$ cat config.mk
export PLATFORM = sky130hd
export DESIGN_NAME = alarm_ctrl_fsm
export DESIGN_NICKNAME = d
export VERILOG_FILES = /design/src/rtl/alarm_ctrl_pkg.sv /design/src/rtl/key_timeout_timer.sv /design/src/rtl/alarm_ctrl_fsm.sv
export SDC_FILE = /design/constraint.sdc
export NUM_CORES = 1
export LEC_CHECK = 0
export CAP_MARGIN = 20
export CORE_MARGIN = 3
export CORE_UTILIZATION = 50
export CTS_CLUSTER_SIZE = 10
export DETAILED_ROUTE_END_ITERATION = 10
export PLACE_DENSITY = 0.79
export SLEW_MARGIN = 5
export SYNTH_ARGS = -nofsm -noshare
export SYNTH_HDL_FRONTEND = slang
export SYNTH_SLANG_ARGS = --single-unit
$ cat constraint.sdc
create_clock -name clock -period 3.81 [get_ports clock]
set_input_delay 0.5715 -clock clock [delete_from_list [all_inputs] [get_ports clock]]
set_output_delay 0.5715 -clock clock [all_outputs]
set_load 0.02 [all_outputs]
$ cat src/rtl/alarm_ctrl_pkg.sv
// Shared state encoding, defaults and width helpers for the alarm-clock keypad controller.
package alarm_ctrl_pkg;

  typedef enum logic [2:0] {
    SHOW_TIME        = 3'd0,
    SHOW_ALARM       = 3'd1,
    KEY_STORED       = 3'd2,
    KEY_WAITED       = 3'd3,
    KEY_ENTRY        = 3'd4,
    SET_ALARM_TIME   = 3'd5,
    SET_CURRENT_TIME = 3'd6
  } state_t;

  localparam int unsigned DEFAULT_NOKEY = 10;

  function automatic int unsigned sel_width(input int unsigned num_alarms);
    return (num_alarms <= 2) ? 1 : $clog2(num_alarms);
  endfunction

  function automatic int unsigned dc_width(input int unsigned num_digits);
    return $clog2(num_digits + 1);
  endfunction

endpackage

$ cat src/rtl/key_timeout_timer.sv
// Counts one_second pulses while entry is active and flags the pulse that reaches the timeout.
module key_timeout_timer #(
  parameter int unsigned TIMEOUT_SECS = 10
) (
  input  logic clock,
  input  logic reset,
  input  logic clear,
  input  logic enable,
  input  logic one_second,
  output logic time_out
);

  // Sized to hold TIMEOUT_SECS: the count steps once more on the timeout pulse before clear lands.
  localparam int unsigned TW = $clog2(TIMEOUT_SECS + 1);

  logic [TW-1:0] count;

  always_ff @(posedge clock or posedge reset) begin
    if (reset) begin
      count <= '0;
    end else if (clear) begin
      count <= '0;
    end else if (enable && one_second) begin
      count <= count + TW'(1);
    end
  end

  assign time_out = enable && one_second && (count == TW'(TIMEOUT_SECS - 1));

endmodule

$ cat src/rtl/alarm_ctrl_fsm.sv
// Keypad/button sequencer: captures digits into the key register and commits time or one of several alarms.
module alarm_ctrl_fsm
  import alarm_ctrl_pkg::*;
#(
  parameter  int unsigned NUM_ALARMS   = 2,
  parameter  int unsigned NUM_DIGITS   = 4,
  parameter  int unsigned TIMEOUT_SECS = 10,
  parameter  int unsigned KEY_W        = 4,
  parameter  int unsigned NOKEY        = DEFAULT_NOKEY,
  localparam int unsigned SEL_W        = sel_width(NUM_ALARMS),
  localparam int unsigned DC_W         = dc_width(NUM_DIGITS)
) (
  input  logic                  clock,
  input  logic                  reset,
  input  logic                  one_second,
  input  logic [KEY_W-1:0]      key,
  input  logic                  alarm_button,
  input  logic                  time_button,
  input  logic [SEL_W-1:0]      alarm_sel,
  output logic                  shift,
  output logic                  show_new_time,
  output logic [NUM_ALARMS-1:0] show_a,
  output logic [NUM_ALARMS-1:0] load_new_a,
  output logic                  load_new_c,
  output logic                  reset_count,
  output logic [DC_W-1:0]       digit_count
);

  state_t           state;
  state_t           state_next;
  logic [SEL_W-1:0] alarm_idx;
  logic             capture_idx;
  logic             key_pressed;
  logic             digits_full;
  logic             sel_ok;
  logic             entry_timing;
  logic             timer_clear;
  logic             time_out;

  assign key_pressed  = (key != KEY_W'(NOKEY));
  assign digits_full  = (digit_count >= DC_W'(NUM_DIGITS));
  assign sel_ok       = (32'(alarm_sel) < NUM_ALARMS);
  assign entry_timing = (state == KEY_WAITED) || (state == KEY_ENTRY);
  // Releasing the key restarts the inactivity window.
  assign timer_clear  = !entry_timing || ((state == KEY_WAITED) && (state_next == KEY_ENTRY));

  key_timeout_timer #(
    .TIMEOUT_SECS(TIMEOUT_SECS)
  ) u_timer (
    .clock      (clock),
    .reset      (reset),
    .clear      (timer_clear),
    .enable     (entry_timing),
    .one_second (one_second),
    .time_out   (time_out)
  );

  always_ff @(posedge clock or posedge reset) begin
    if (reset) begin
      state       <= SHOW_TIME;
      digit_count <= '0;
      alarm_idx   <= '0;
    end else begin
      state <= state_next;
      if (state == SHOW_TIME) begin
        digit_count <= '0;
      end else if ((state == KEY_STORED) && !digits_full) begin
        digit_count <= digit_count + DC_W'(1);
      end
      if (capture_idx) begin
        alarm_idx <= alarm_sel;
      end
    end
  end

  always_comb begin
    state_next  = state;
    capture_idx = 1'b0;
    case (state)
      SHOW_TIME: begin
        if (alarm_button)     state_next = SHOW_ALARM;
        else if (key_pressed) state_next = KEY_STORED;
      end
      SHOW_ALARM: begin
        if (!alarm_button) state_next = SHOW_TIME;
      end
      KEY_STORED: state_next = KEY_WAITED;
      KEY_WAITED: begin
        if (time_out)         state_next = SHOW_TIME;
        else if (!key_pressed) state_next = KEY_ENTRY;
      end
      KEY_ENTRY: begin
        if (time_out) begin
          state_next = SHOW_TIME;
        end else if (key_pressed && !digits_full) begin
          state_next = KEY_STORED;
        end else if (alarm_button && sel_ok) begin
          state_next  = SET_ALARM_TIME;
          capture_idx = 1'b1;
        end else if (time_button) begin
          state_next = SET_CURRENT_TIME;
        end
      end
      default: state_next = SHOW_TIME;
    endcase
  end

  always_comb begin
    shift         = (state == KEY_STORED);
    show_new_time = (state == KEY_STORED) || (state == KEY_WAITED) || (state == KEY_ENTRY);
    load_new_c    = (state == SET_CURRENT_TIME);
    reset_count   = (state == SET_CURRENT_TIME);
    show_a        = '0;
    load_new_a    = '0;
    for (int unsigned i = 0; i < NUM_ALARMS; i++) begin
      show_a[i]     = (state == SHOW_ALARM) && (32'(alarm_sel) == i);
      load_new_a[i] = (state == SET_ALARM_TIME) && (32'(alarm_idx) == i);
    end
  end

endmodule

## Yosys cells after proc, flatten, opt, wreduce, memory -nomap -nowiden

Cells that the tools add are included.

- Output and inout bits: 11
- Word-level logic and storage cells: 54
- Bits in registers: 11

- $add $sub $neg: 2
- Bitwise operators: 2
- Reduce and logical (&&, ||, !) cells: 18
- Equal/unequal tests: 9
- Muxes and demuxes: 18
- Magnitude comparators: 1

Operators with widths:

| kind | count |
|---|---|
| two-way mux 3 bit | 11 |
| one-hot mux 3 bit (5 select lines) | 1 |
| equality test 3 bit (second input constant) | 4 |
| logical AND 1 bit | 9 |
| two-way mux 4 bit | 2 |
| equality test 3 x 2 -> 1 bit (second input constant) | 2 |
| adder 4 x 1 -> 4 bit (second input constant) | 1 |
| equality test 4 bit (second input constant) | 1 |
| logical OR 1 bit | 4 |
| two-way mux 1 bit | 4 |
| != test 4 bit (second input constant) | 1 |
| nonzero test 2 bit | 2 |
| adder 3 x 1 -> 3 bit (second input constant) | 1 |
| equality test 3 x 1 -> 1 bit (second input constant) | 1 |
| greater-or-equal comparator 3 bit (second input constant) | 1 |
| zero test 3 bit | 1 |
| zero test 1 bit | 2 |
| NOT 1 bit | 2 |

## Logic depth before layout (Yosys ltp)

Gate-level depths: netlist (run 1).

- Word-level depth: 10
- Depth in mapped cells: 6
- Mapped depth without buffers: 6

## Cells and area by module

From an unflattened synthesis (run 1), not the netlist that was laid out.

- Cells, all modules: 77
- Area total of the unflattened synthesis: 704.4 µm²

By module, submodules not included:

| module | seq. area each (µm²) | cells each | area each (µm²) | instances |
|---|---|---|---|---|
| alarm_ctrl_fsm | 175.2 | 55 | 491.7 | 1 |
| key_timeout_timer | 100.1 | 22 | 212.7 | 1 |

## Least setup slack after synthesis (run 1)

Ideal clock, no wire load.

- Kind: reg2out
- Start: reg state[1]
- End: out load_new_a[0]
- Path buffers: 2
- Stages on the path, launching flop included: 4
- Arrival: 1.452 ns
- Slack: 1.786 ns
- Path through: dfrtp_1 buf_2 clkbuf_1 nor4b_1

- Word-level cells in the longest chain between the ends: 2

Ends and longest elaborated chain:

| item | RTL line | source |
|---|---|---|
| start: declaration | alarm_ctrl_fsm.sv:29 | `state_t state;` |
| start signal: assignment | alarm_ctrl_fsm.sv:64 | `state <= state_next;` |
| equality test 3 bit | alarm_ctrl_fsm.sv:117 | `load_new_a[i] = (state == SET_ALARM_TIME) && (32'(alarm_idx) == i);` |
| logical AND 1 bit | alarm_ctrl_fsm.sv:117 |  |
| end: declaration | alarm_ctrl_fsm.sv:23 | `output logic [NUM_ALARMS-1:0] load_new_a,` |

No other way between the ends.

## Final worst setup path (run 1)

- Start: reg state[1]
- End: out show_new_time

- Word-level cells in the longest chain between the ends: 3

Ends and longest elaborated chain:

| item | RTL line | source |
|---|---|---|
| equality test 3 x 2 -> 1 bit | alarm_ctrl_fsm.sv:110 | `show_new_time = (state == KEY_STORED) \|\| (state == KEY_WAITED) \|\| (state == KEY_ENTRY);` |
| logical OR 1 bit | alarm_ctrl_fsm.sv:110 |  |
| logical OR 1 bit (*) | alarm_ctrl_fsm.sv:110 |  |
| end: declaration | alarm_ctrl_fsm.sv:21 | `output logic show_new_time,` |

Every way passes the cells marked *; elsewhere a longest branch is shown, timed or not.

==> results.json, run 1 <==
{
  "drv.max_cap_violation_count": 0,
  "worst_path_max_delay_cell": "clkdlybuf4s50_1",
  "floorplan.core_area_um2": 1370,
  "share_seq_of_total_power": 0.399,
  "reg2reg_slack_ps": 2140,
  "synth_area_per_cell_um2": 9.19,
  "rows": 13,
  "ctsResizeCount": 0,
  "synth-async-reset-ratio": 1.00,
  "power.switching_fraction": 0.414,
  "cts.reportedPaths.clkPinSlew_ps": 70,
  "syn_inst": 84,
  "final_critical_path_setup_slack_ps": 1210,
  "power_per_cell_area_nw_per_um2": 512,
  "area.growth.synth_to_final_pct": 26.3,
  "detailedRoute.firstIterationViolations": 10,
  "fillCellCount": 112,
  "floorplan.initialDensity": 0.565,
  "post_cts_hold_buffer_count": 0,
  "global_route_wire_length_before_repair_mm": 2.71,
  "vdd_ir_drop_max_mv": 0.299,
  "timing.clock.skew_ps": 0.685,
  "rsz0062_at_grt": "false",
  "post-dp-hpwl_mm": 1.14,
  "postSynthNetCount": 98,
  "die_y_um": 45.3,
  "cts_sinks": 11,
  "number_of_primary_i_o_pins": 21,
  "wl_per_cell_um": 13.2,
  "placement.io_buffers": 20,
  "worstPathRequired_ps": 3240,
  "multiInputGateArea_um2": 428,
  "finalSetupViolCount": 0,
  "clk_path_buf_depth": 2,
  "achievable-frequency_ghz": 0.384,
  "total_switching_power_uw": 206,
  "power.combinational.fraction": 0.433,
  "worstPathCellList": "nor3b_4 -> a21o_2 -> clkdlybuf4s50_1",
  "tritoncts": "done",
  "grt_max_degree": 17,
  "share_of_synthesized_area_occupied_by_flip_flops_and_latches": 0.357,
  "sequential_cell_area_um2": 275,
  "timing.final.max_slew_violations": 0,
  "relative_slew_slack": 0.677,
  "fin_util": 0.713,
  "detailedRoute.firstPassIterationCount": 4,
  "area_of_the_die_um2": 2050,
  "ys_seq_elements": 11,
  "grt_antenna_before_repair": 0,
  "hold_path_startpoint": "u_timer.count[0]$_DFFE_PP0P_",
  "report.final.hold_viol_count": 0,
  "path_class": "reg2out",
  "antenna_cells": 0,
  "overflow_left_after_global_routing": 0,
  "gp_congestion": 0.750,
  "clock_insertion_delay_worst_skew_ps": 280,
  "setup_tns_ps": 0,
  "cts.htree.levels": 1,
  "timing.critical_path.fanout_max": 16,
  "final_critical_delay_including_setup_and_external_delays_ps": 2600,
  "total_routing_usage_gr": 0.179,
  "worstSetupStartpointType": "register",
  "post-cts-setup-buffers": 0,
  "critical-path-max-stage-delay_ps": 590,
  "finalCritPeriodShare": 0.683,
  "preCtsSetupSlack_ps": 1260,
  "synth.yosys.warnings": 0,
  "ys_types": 35,
  "netlist_area_um2": 772,
  "first_global_vias": 595,
  "status": "finished, final reports clean",
  "num_vias": 661,
  "critPathArrivalTime_ps": 2030,
  "synth_enable_flop_cells": 0,
  "route.detailed.drc": 0,
  "clock-root-buffer": "clkbuf_4",
  "wirelength_mm": 1.53,
  "worst_pin_slew_ps": 484,
  "clock_power_share": 0.168,
  "die-width_um": 45.3,
  "critPathLaunch": "state[1]$_DFF_PP0_",
  "r2r-start": "state[1]$_DFF_PP0_",
  "power_leakage_nw": 0.407,
  "postRouteAntennaNets": 0,
  "route.detailed.vias_per_inst": 5.70,
  "setup.worst_path.end_class": "output pin",
  "intPower_uw": 293,
  "nNetsFinal": 116,
  "clock_buffer_count_from_cts": 3,
  "hp-class": "reg2reg",
  "synth-main-ff-cell": "dfrtp_1",
  "layout-drive-gt1-share": 0.0990
}
## final timing paths
kind	endpoint	depth (start not counted)
worst min-delay path	u_timer.count[0]$_DFFE_PP0P_	1
worst min register to register	u_timer.count[0]$_DFFE_PP0P_	1
worst max-delay path	show_new_time	3
max in group asynchronous	digit_count[2]$_DFFE_PP0P_	2
min in group asynchronous	u_timer.count[1]$_DFFE_PP0P_	2
worst max register to register	alarm_idx$_DFFE_PP0P_	3
## flip-flops by register name (all words and copies together) (netlist names)
| name | count |
|---|---|
| u_timer.count | 4 |
| digit_count | 3 |
| alarm_idx | 1 |
| state | 3 |
## kinds of logic after synthesis
logic type	synth area share
simple gates	0.238
fa+ha+maj	0.0648
flops	0.357
xor+xnor	0.0227
buf+inv	0.0891
mux	0.0324
compound gates	0.196
## area by class of cell
cell class / count / area share
Clock buffer: 4 / 0.0270
Timing Repair Buffer: 21 / 0.213
Inverter: 5 / 0.0193
Tap cell: 15 / 0.0193
Sequential cell: 11 / 0.282
Multi-Input combinational cell: 60 / 0.439
## power by group through the flow
| stage | Sequential [mW] | Clock [mW] | Combinational [mW] |
|---|---|---|---|
| after floorplan | 0.175 | 0 | 0.174 |
| after global placement | 0.201 | 0 | 0.212 |
| after global routing | 0.207 | 0.0926 | 0.238 |
| final | 0.199 | 0.0838 | 0.216 |
| after CTS | 0.199 | 0.0865 | 0.217 |
| after detailed placement | 0.202 | 0 | 0.215 |
## Yosys cell counts (all sizes together), types with 2 or more instances
master | count | area (um^2)
and3b | 2 | 17.5
buf | 7 | 46.3
nand2 | 8 | 30.0
xor2 | 2 | 17.5
o21ai | 6 | 30.0
dfrtp | 11 | 275
o22ai | 2 | 12.5
nor2 | 9 | 33.8
nor4b | 2 | 17.5
o211ai | 2 | 15.0
a21oi | 4 | 20.0
ha | 4 | 50.1
inv | 5 | 18.8
## layout by cell type, fill, tap and decap left out
master / instances
nor4bb_1: 1
a22o_1: 1
a21o_2: 1
and4b_2: 1
and3_1: 1
o2111ai_2: 1
buf_4: 1
and4bb_2: 1
o21ai_0: 6
a21boi_0: 1
o21bai_1: 1
o2bb2ai_1: 1
o221ai_1: 1
mux2_4: 1
nor2b_1: 1
ha_1: 4
o22ai_1: 2
clkbuf_1: 1
nor2_1: 9
a21oi_1: 4
o32ai_1: 1
xor2_1: 2
nand2_1: 8
clkbuf_4: 3
nor3b_4: 1
o211ai_1: 2
and2_1: 1
nor4b_1: 2
nor3_1: 1
clkdlybuf4s50_1: 20
nand4b_1: 1
inv_1: 5
dfrtp_1: 11
and3b_1: 2
mux2i_1: 1
## stage by stage
| step | hold WS, ps | cell area, um^2 | std cells | power (mW) |
|---|---|---|---|---|
| 5_1_grt | 578 | 975 | 116 | 0.537 |
| 3_5_place_dp | 529 | 948 | 112 | 0.417 |
| 3_3_place_gp | 519 | 948 | 112 | 0.412 |
| 4_1_cts | 539 | 975 | 116 | 0.503 |
| 2_1_floorplan | 424 | 772 | 84 | 0.349 |
| 6_report | 535 | 975 | 116 | 0.499 |
## per-layer routing
| metal | part of all wire | global-route usage | vias up |
|---|---|---|---|
| met5 | 0 | 0 | - |
| met4 | 0.0072 | 0.0351 | 0 |
| met3 | 0.050 | 0.0717 | 2 |
| met2 | 0.46 | 0.271 | 16 |
| met1 | 0.48 | 0.241 | 312 |
| li1 | - | - | 331 |
## worst max-delay path: cells and delay by family, from the launching register on
kind | cells | cell delay, ps
buffers and inverters | 1 | 590
AND/OR/NAND/NOR | 1 | 460
AO/OA/AOI/OAI | 1 | 150
flip-flops | 1 | 550
Note: power is estimated with default switching activity, not from simulation.
==> run 2: changes to the inputs <==
--- a/config.mk
+++ b/config.mk
@@ -7,10 +7,10 @@
 export LEC_CHECK = 0
 export CAP_MARGIN = 20
 export CORE_MARGIN = 3
-export CORE_UTILIZATION = 50
+export CORE_UTILIZATION = 46
 export CTS_CLUSTER_SIZE = 10
 export DETAILED_ROUTE_END_ITERATION = 10
-export PLACE_DENSITY = 0.79
+export PLACE_DENSITY = 0.74
 export SLEW_MARGIN = 5
 export SYNTH_ARGS = -nofsm -noshare
 export SYNTH_HDL_FRONTEND = slang
==> constraint.sdc (replaced) <==
create_clock -name clock -period 2.68 [get_ports clock]
set_input_delay 0.402 -clock clock [delete_from_list [all_inputs] [get_ports clock]]
set_output_delay 0.402 -clock clock [all_outputs]
set_load 0.02 [all_outputs]
==> results.json, run 2 (synthesis gave the netlist of run 1 again) <==
{
  "status": "finished, final reports clean",
  "route.detailed.drc": 0,
  "number_of_primary_i_o_pins": 21,
  "gp_congestion": 0.805,
  "clk_path_buf_depth": 2,
  "worst_pin_slew_ps": 499,
  "clock_power_share": 0.163,
  "total_switching_power_uw": 288,
  "cts.reportedPaths.clkPinSlew_ps": 70,
  "total_routing_usage_gr": 0.155,
  "setup.worst_path.end_class": "output pin",
  "intPower_uw": 417,
  "num_vias": 653,
  "timing.final.max_slew_violations": 0,
  "layout.cells.most_common": "clkdlybuf4s50_1",
  "ctsResizeCount": 0,
  "post_cts_hold_buffer_count": 0,
  "sequential_cell_area_um2": 275,
  "fillCellCount": 144,
  "timing.critical_path.fanout_max": 16,
  "post-dp-hpwl_mm": 1.13,
  "power.combinational.fraction": 0.435,
  "setup_tns_ps": 0,
  "route.detailed.vias_per_inst": 5.58,
  "share_seq_of_total_power": 0.402,
  "die_y_um": 47.0,
  "global_route_wire_length_before_repair_mm": 2.45,
  "first_global_vias": 593,
  "area.growth.synth_to_final_pct": 26.4,
  "critPathArrivalTime_ps": 2020,
  "reg.largest.list": "u_timer.count (4), digit_count (3), state (3)",
  "max_flop_register": "u_timer.count",
  "finalSetupViolCount": 0,
  "largest_reg_flops": 4,
  "clock-root-buffer": "clkbuf_4",
  "critPathLaunch": "state[1]$_DFF_PP0_",
  "finalCritPeriodShare": 0.904,
  "final_critical_delay_including_setup_and_external_delays_ps": 2420,
  "floorplan.initialDensity": 0.501,
  "antenna_cells": 0,
  "path_class": "reg2out",
  "final_cells": 117,
  "cts_sinks": 11,
  "multiInputGateArea_um2": 428,
  "floorplan.core_area_um2": 1540,
  "power.switching_fraction": 0.408,
  "nNetsFinal": 116,
  "reg2reg_slack_ps": 1030,
  "cts.htree.levels": 1,
  "overflow_left_after_global_routing": 0,
  "dp.cells": 113,
  "worstPathRequired_ps": 2280,
  "post-cts-setup-buffers": 0,
  "die-width_um": 47.0,
  "tritoncts": "done",
  "worstSetupStartpointType": "register",
  "preCtsSetupSlack_ps": 473,
  "wl_per_cell_um": 12.5,
  "rsz0062_at_grt": "false",
  "detailedRoute.firstIterationViolations": 6,
  "detailedRoute.firstPassIterationCount": 4,
  "clock_buffer_count_from_cts": 3,
  "placement.io_buffers": 20,
  "relative_slew_slack": 0.667,
  "clock_insertion_delay_worst_skew_ps": 270,
  "r2r-start": "state[1]$_DFF_PP0_",
  "rows": 14,
  "vdd_ir_drop_max_mv": 0.388,
  "hp-class": "in2async",
  "report.final.hold_viol_count": 0,
  "layout-drive-gt1-share": 0.0990,
  "grt_max_degree": 17,
  "wirelength_mm": 1.47,
  "power_per_cell_area_nw_per_um2": 722,
  "layout.cells.most_common_list": "20 x clkdlybuf4s50_1, 11 x dfrtp_1, 9 x nor2_1",
  "area_of_the_die_um2": 2210,
  "power_leakage_nw": 0.407,
  "grt_antenna_before_repair": 0,
  "drv.max_cap_violation_count": 0,
  "achievable-frequency_ghz": 0.413,
  "fin_hold_ws_ps": 441,
  "design_power_total_uw": 704,
  "final_critical_path_setup_slack_ps": 258,
  "postRouteAntennaNets": 0,
  "timing.clock.skew_ps": 6.61
}
run 2: power groups by stage:
stage,Clock (mW),Sequential (mW),Combinational [mW]
2_1_floorplan,0,0.249,0.248
3_3_place_gp,0,0.285,0.301
3_5_place_dp,0,0.286,0.309
4_1_cts,0.119,0.283,0.310
5_1_grt,0.128,0.293,0.342
6_report,0.115,0.283,0.306
run 2: layout make-up:
| class | count | share of cell area |
|---|---|---|
| Clock buffer | 4 | 0.0269 |
| Inverter | 5 | 0.0192 |
| Multi-Input combinational cell | 60 | 0.438 |
| Sequential cell | 11 | 0.282 |
| Tap cell | 16 | 0.0205 |
| Timing Repair Buffer | 21 | 0.213 |
run 2: path summary, 6_finish.rpt:
path | to | cells after the start
worst max register to register | alarm_idx$_DFFE_PP0P_ | 3
worst min register to register | u_timer.count[0]$_DFFE_PP0P_ | 1
max in group asynchronous | u_timer.count[1]$_DFFE_PP0P_ | 2
min in group clock | u_timer.count[0]$_DFFE_PP0P_ | 1
worst min-delay path | state[2]$_DFF_PP0_ | 2
worst max-delay path | show_new_time | 3
run 2: routing by layer:
| layer | part of all wire | track usage |
|---|---|---|
| met5 | 0 | 0 |
| met4 | 0.012 | 0.0497 |
| met3 | 0.042 | 0.0345 |
| met2 | 0.47 | 0.255 |
| met1 | 0.47 | 0.202 |
run 2: worst max-delay path: stages (launching register included):
cell and delay [ps]:
dfrtp_1 560, nor3b_4 440, a21o_2 150, clkdlybuf4s50_1 590
run 2: metrics by stage:
step | util | instance area, um^2
floorplan | - | 772
CTS | 0.633 | 976
finish | 0.633 | 976
global placement | 0.616 | 950
global route | 0.633 | 976
detailed placement | 0.616 | 950
